### src/rtl/core_sequencer.sv
`timescale 1ns/1ps
`default_nettype none
// ============================================================================
//  Module   : core_sequencer
//  Purpose  : Multi-cycle instruction sequencer. Walks each instruction
//             through FETCH/DECODE/EXEC/MEM/WB over one shared memory port
//             and issues single-cycle enables to PC, IR, MDR and regfile.
//             A memory request that stalls too long faults into HALT.
//  Revision : 1.0 - initial release
// ============================================================================
module core_sequencer #(
  parameter int TIMEOUT   = 16,
  parameter int INSTRET_W = 32
) (
  input  logic                 clk,
  input  logic                 reset,
  input  logic                 run,
  input  logic                 step,
  input  logic                 is_load,
  input  logic                 is_store,
  input  logic                 instr_halt,
  input  logic                 regwrite_in,
  input  logic                 mem_ready,
  output logic                 mem_req,
  output logic                 mem_we,
  output logic                 mem_sel,
  output logic                 ir_load,
  output logic                 mdr_load,
  output logic                 pc_en,
  output logic                 reg_en,
  output logic                 busy,
  output logic                 halted,
  output logic                 err,
  output logic [INSTRET_W-1:0] instret
);

  // Wait counter only has to reach TIMEOUT-1; TIMEOUT >= 2 keeps this >= 1 bit.
  localparam int                c_wait_w    = $clog2(TIMEOUT);
  localparam logic [c_wait_w-1:0] c_wait_last = c_wait_w'(TIMEOUT - 1);

  typedef enum logic [2:0] {
    S_IDLE   = 3'd0,
    S_FETCH  = 3'd1,
    S_DECODE = 3'd2,
    S_EXEC   = 3'd3,
    S_MEM    = 3'd4,
    S_WB     = 3'd5,
    S_HALT   = 3'd6
  } state_t;

  state_t                 r_state;
  state_t                 w_next;
  logic [c_wait_w-1:0]    r_wait;
  logic                   r_err;
  logic [INSTRET_W-1:0]   r_instret;
  logic                   w_req_state;
  logic                   w_timeout;

  // A request cycle without ready while the counter sits at its last value is
  // the TIMEOUT-th unanswered cycle; ready in that same cycle still completes.
  assign w_req_state = (r_state == S_FETCH) || (r_state == S_MEM);
  assign w_timeout   = w_req_state && !mem_ready && (r_wait == c_wait_last);

  // Next-state decode plus Moore/Mealy control outputs.
  always_comb begin
    w_next   = r_state;
    mem_req  = 1'b0;
    mem_we   = 1'b0;
    mem_sel  = 1'b0;
    ir_load  = 1'b0;
    mdr_load = 1'b0;
    pc_en    = 1'b0;
    reg_en   = 1'b0;
    case (r_state)
      S_IDLE: begin
        if (run || step) w_next = S_FETCH;
      end
      S_FETCH: begin
        mem_req = 1'b1;
        ir_load = mem_ready && !reset;
        if (mem_ready)      w_next = S_DECODE;
        else if (w_timeout) w_next = S_HALT;
      end
      S_DECODE: begin
        w_next = instr_halt ? S_HALT : S_EXEC;
      end
      S_EXEC: begin
        w_next = (is_load || is_store) ? S_MEM : S_WB;
      end
      S_MEM: begin
        mem_req  = 1'b1;
        mem_sel  = 1'b1;
        mem_we   = is_store;
        mdr_load = mem_ready && !is_store && !reset;
        if (mem_ready)      w_next = S_WB;
        else if (w_timeout) w_next = S_HALT;
      end
      S_WB: begin
        // Gated by reset so an abandoned instruction never commits.
        pc_en  = !reset;
        reg_en = regwrite_in && !is_store && !reset;
        w_next = run ? S_FETCH : S_IDLE;
      end
      S_HALT: begin
        w_next = S_HALT;
      end
      default: begin
        w_next = S_IDLE;
      end
    endcase
  end

  // State register.
  always_ff @(posedge clk) begin
    if (reset) r_state <= S_IDLE;
    else       r_state <= w_next;
  end

  // Memory wait counter: counts unanswered request cycles, zero elsewhere so
  // every FETCH/MEM entry starts from a clean count.
  always_ff @(posedge clk) begin
    if (reset)
      r_wait <= '0;
    else if (w_req_state && !mem_ready && (r_wait != c_wait_last))
      r_wait <= r_wait + 1'b1;
    else
      r_wait <= '0;
  end

  // Sticky timeout fault flag.
  always_ff @(posedge clk) begin
    if (reset)          r_err <= 1'b0;
    else if (w_timeout) r_err <= 1'b1;
  end

  // Retired-instruction counter, wraps naturally at its width.
  always_ff @(posedge clk) begin
    if (reset)                r_instret <= '0;
    else if (r_state == S_WB) r_instret <= r_instret + 1'b1;
  end

  assign busy    = (r_state != S_IDLE) && (r_state != S_HALT);
  assign halted  = (r_state == S_HALT);
  assign err     = r_err;
  assign instret = r_instret;

endmodule
`default_nettype wire

### config.mk
export PLATFORM = sky130hd
export DESIGN_NAME = core_sequencer
export DESIGN_NICKNAME = d
export VERILOG_FILES = /design/src/rtl/core_sequencer.sv
export SDC_FILE = /design/constraint.sdc
export NUM_CORES = 1
export LEC_CHECK = 0
export ABC_AREA = 1
export BUFFER_PORTS_ARGS = -buffer_cell sky130_fd_sc_hd__buf_4
export CAP_MARGIN = 15
export CORE_UTILIZATION = 34
export CTS_CLUSTER_SIZE = 40
export DETAILED_ROUTE_END_ITERATION = 7
export PLACE_DENSITY = 0.54
export SLEW_MARGIN = 20
export SYNTH_ARGS = -nofsm -noshare
export SYNTH_HDL_FRONTEND = slang
export SYNTH_SLANG_ARGS = --single-unit
### constraint.sdc
create_clock -name clk -period 1.45 [get_ports clk]
set_input_delay 0.29 -clock clk [delete_from_list [all_inputs] [get_ports clk]]
set_output_delay 0.29 -clock clk [all_outputs]
set_load 0.03 [all_outputs]
==> impl_results.md <==
* Area of the core at 6350 µm²
* M1 GR Usage at 23.3%
* WP depth at 5
* Share of cells above drive strength 1 at 39.6%
* Rows at 29
* CTS tree: yes
* CTS Hold Bufs at 0
* 1st-pass router iterations at 5
* Post-Syn Area per Cell at 6.45 µm²
* Clock skew at 7.54 ps
* Die Width at 83.2 µm
* Initial antenna violation count at 0
* Ports at 51
* Worst setup EP type: output pin
* Clk_lat worst skew at 300 ps
* Top cells by area, synth: dfxtp_1, nand2_1, nor2_1, inv_1, a21oi_1
* Mapped cell area at 2240 µm²
* Cell Chain, Critical Path: buf_6, nor2_4, inv_2, nor4_4, buf_4
* CP Launch Type: flop
* Hold path start: run
* Unrepaired setup endpoints after global routing: yes
* Failing checks: setup timing
* Seq/Total Area, Yosys at 35.7%
* Cell taking the most area after synthesis: dfxtp_1
* Netlist cell types at 30
* Residual DRC at 0
* Max-cap violations at 0
* Pins over their slew limit at 0
* Root Driver: clkbuf_8
* Commonest register cell after synthesis: dfxtp_1
* Leak at 0.00148 µW
* Flip-flop and latch count after synthesis at 40
* Initial Utilization at 35.3%
* Final setup vio count at 8
* Clock Pin Slew Worst Setup and Hold Paths at 80 ps
* Non-Filler Instances at 524
* Antenna diodes at 0
* GR Overflow Total at 0
* Clock period minus worst slack at 1620 ps
* H-tree lvl count at 2
* Crit path DAT at 1330 ps
* R2R Path End: instret[31]
* Crit Path Max Fanout at 3
* Worst Hold End: r_state[0]
* CTS buffer count at 5
* First-pass GRT wire length at 10.4 mm
* Depth of the worst register-to-register path at 11
* Die area at 6930 µm²
* Peak VDD IR at 0.431 mV
* Met3 Usage GRT at 4.87%
* Antenna viol nets, final at 0
* WHS Path Cells at 3
* Top-count cell post-synth: nand2_1
* Hpwl dp at 4.55 mm
* Vias per cell at 4.63
* DIE HEIGHT at 83.2 µm
* Hold Fails Final Rpt at 0
* Met2 usage at 30.5%
* Critical Path RT at 1160 ps
* GRT Total Usage at 18.5%
* WS Path Type: flop to output pin
* Total Routed Length at 6.14 mm
* Wire length per cell at 11.7 µm
* Placed cells at 498
* Min-delay worst type: primary input to flop
* Nets at 457
* Status: finished with violations
* Fmax achieved at 619 MHz
* Tightest Pin Transition at 313 ps
* Layer with the highest usage: met2
* Vias at 2425
* Slowest cell on crit path: dfxtp_2
* Largest net degree at the start of global routing at 18
* Slowest cell delay on critical path at 330 ps
* Ys async rst share at 0%
* Worst flop-to-flop path startpoint: r_state[1]
* Syn Nets at 359
* DRT iter0 DRCs at 106
* Crit path buffers/inverters at 3
* Final GP Congestion at 0.827
* Longest Clk Path Bufs at 2
* PwrDens at 646 nW/µm²
* Final Power at 2230 µW
* Post-synth top cells: nand2_1, nor2_1, inv_1
* Top cell type's share of synthesized area at 35.7%
* Headroom to the max-slew limit at 79.0%
* Synth Warn # at 0
* Port Buffers at 50
* Sink Count at 40
* Number of global-route vias before repair at 2253
* R2r setup slk at 10 ps
* Fin crit share at 111%
* Post-Synthesis Cells at 348
* Post-synth EDFFs at 0
* Crit path max-delay family: buffers and inverters
* Area delta synth->final at 53.7%
* Final WS setup at -165 ps
==> power breakdown <==
part	total, µW	switching (µW)	internal [µW]
combinational	324	178	146
sequential	1120	15.8	1110
clock	781	401	380
total	2230	595	1630
==> worst reg2reg max path, delay by kind of cell (launching register included) <==
family	cells	cell delay, ps
simple gates	7	590
buf+inv	4	450
flops	1	330
==> stage by stage <==
| stage | setup WS [ps] | hold slack, ps | utilization, % | TNS, ps | area, µm² |
|---|---|---|---|---|---|
| after floorplan | -130 | 361 | - | -130 | 2350 |
| after global placement | 0.245 | 436 | 47.4 | 0 | 3010 |
| after detailed placement | -18.8 | 445 | 47.4 | -25.7 | 3010 |
| after CTS | -169 | 257 | 51.4 | -848 | 3270 |
| after global routing | -243 | 285 | 54.3 | -2080 | 3450 |
| final | -165 | 275 | 54.3 | -795 | 3450 |
==> kinds of logic (layout without fill, tap and decap cells) <==
logic type                 count (synthesis)  in the layout  share of synthesized area [%]
xor gates and xnor gates                   6              6                           2.34
buffers and inverters                     58            157                           10.2
adders and majority gates                  2              2                           1.12
AOI/OAI and AO/OA                         34             34                           8.25
DFF                                       40             40                           35.7
and+or+nand+nor                          208            208                           42.4
==> area by class of cell <==
cell class | instances | area [µm²]
repair buffers | 96 | 778
clock buffers | 6 | 82.6
flip-flops and latches | 40 | 833
inverters | 53 | 206
fillers | 622 | 2900
well taps | 77 | 96.3
clock inverters | 2 | 10.0
multi-input cells | 250 | 1440
==> metal layers <==
metal / part of all wire, % / vias to the layer above / routed length [µm]
li1: - / 1292 / -
met1: 47 / 1075 / 2890
met2: 48 / 50 / 2940
met3: 3.6 / 8 / 224
met4: 1.4 / 0 / 87
met5: 0 / - / 0
==> flip-flops by register name (all words and copies together) (netlist names) <==
| signal | cells |
|---|---|
| err | 1 |
| r_wait | 4 |
| instret | 32 |
| r_state | 3 |
==> worst max path at each step <==
stage	from	to	slack, ps
finish	r_state[1]	mdr_load	-170
global route	r_state[1]	mdr_load	-240
CTS	r_state[1]	mdr_load	-170
detailed placement	instret[1]	instret[26]	-20
global placement	r_state[2]	instret[31]	0.2
floorplan	r_state[0]	mdr_load	-130
==> layout by cell type, fill, tap and decap left out, drive strengths merged <==
cell	instances
dfxtp	40
or2	1
o21bai	1
o21a	1
a211oi	1
xnor2	2
nor4	1
a31oi	2
a21oi	17
clkinv	2
nor2	75
o211ai	1
nand3	20
a21o	1
inv	53
nand2	87
clkbuf	6
nand4	13
buf	96
ha	2
nor3	10
o21ai	10
xor2	4
and3	1
==> what timing repair did <==
item | CTS | global route
gates resized for setup | 28 | 32
setup buffers | 9 | 9
pin swaps | 6 | 15
endpoints found under the setup margin | 10 | 25
Note: power is estimated with default switching activity, not from simulation.
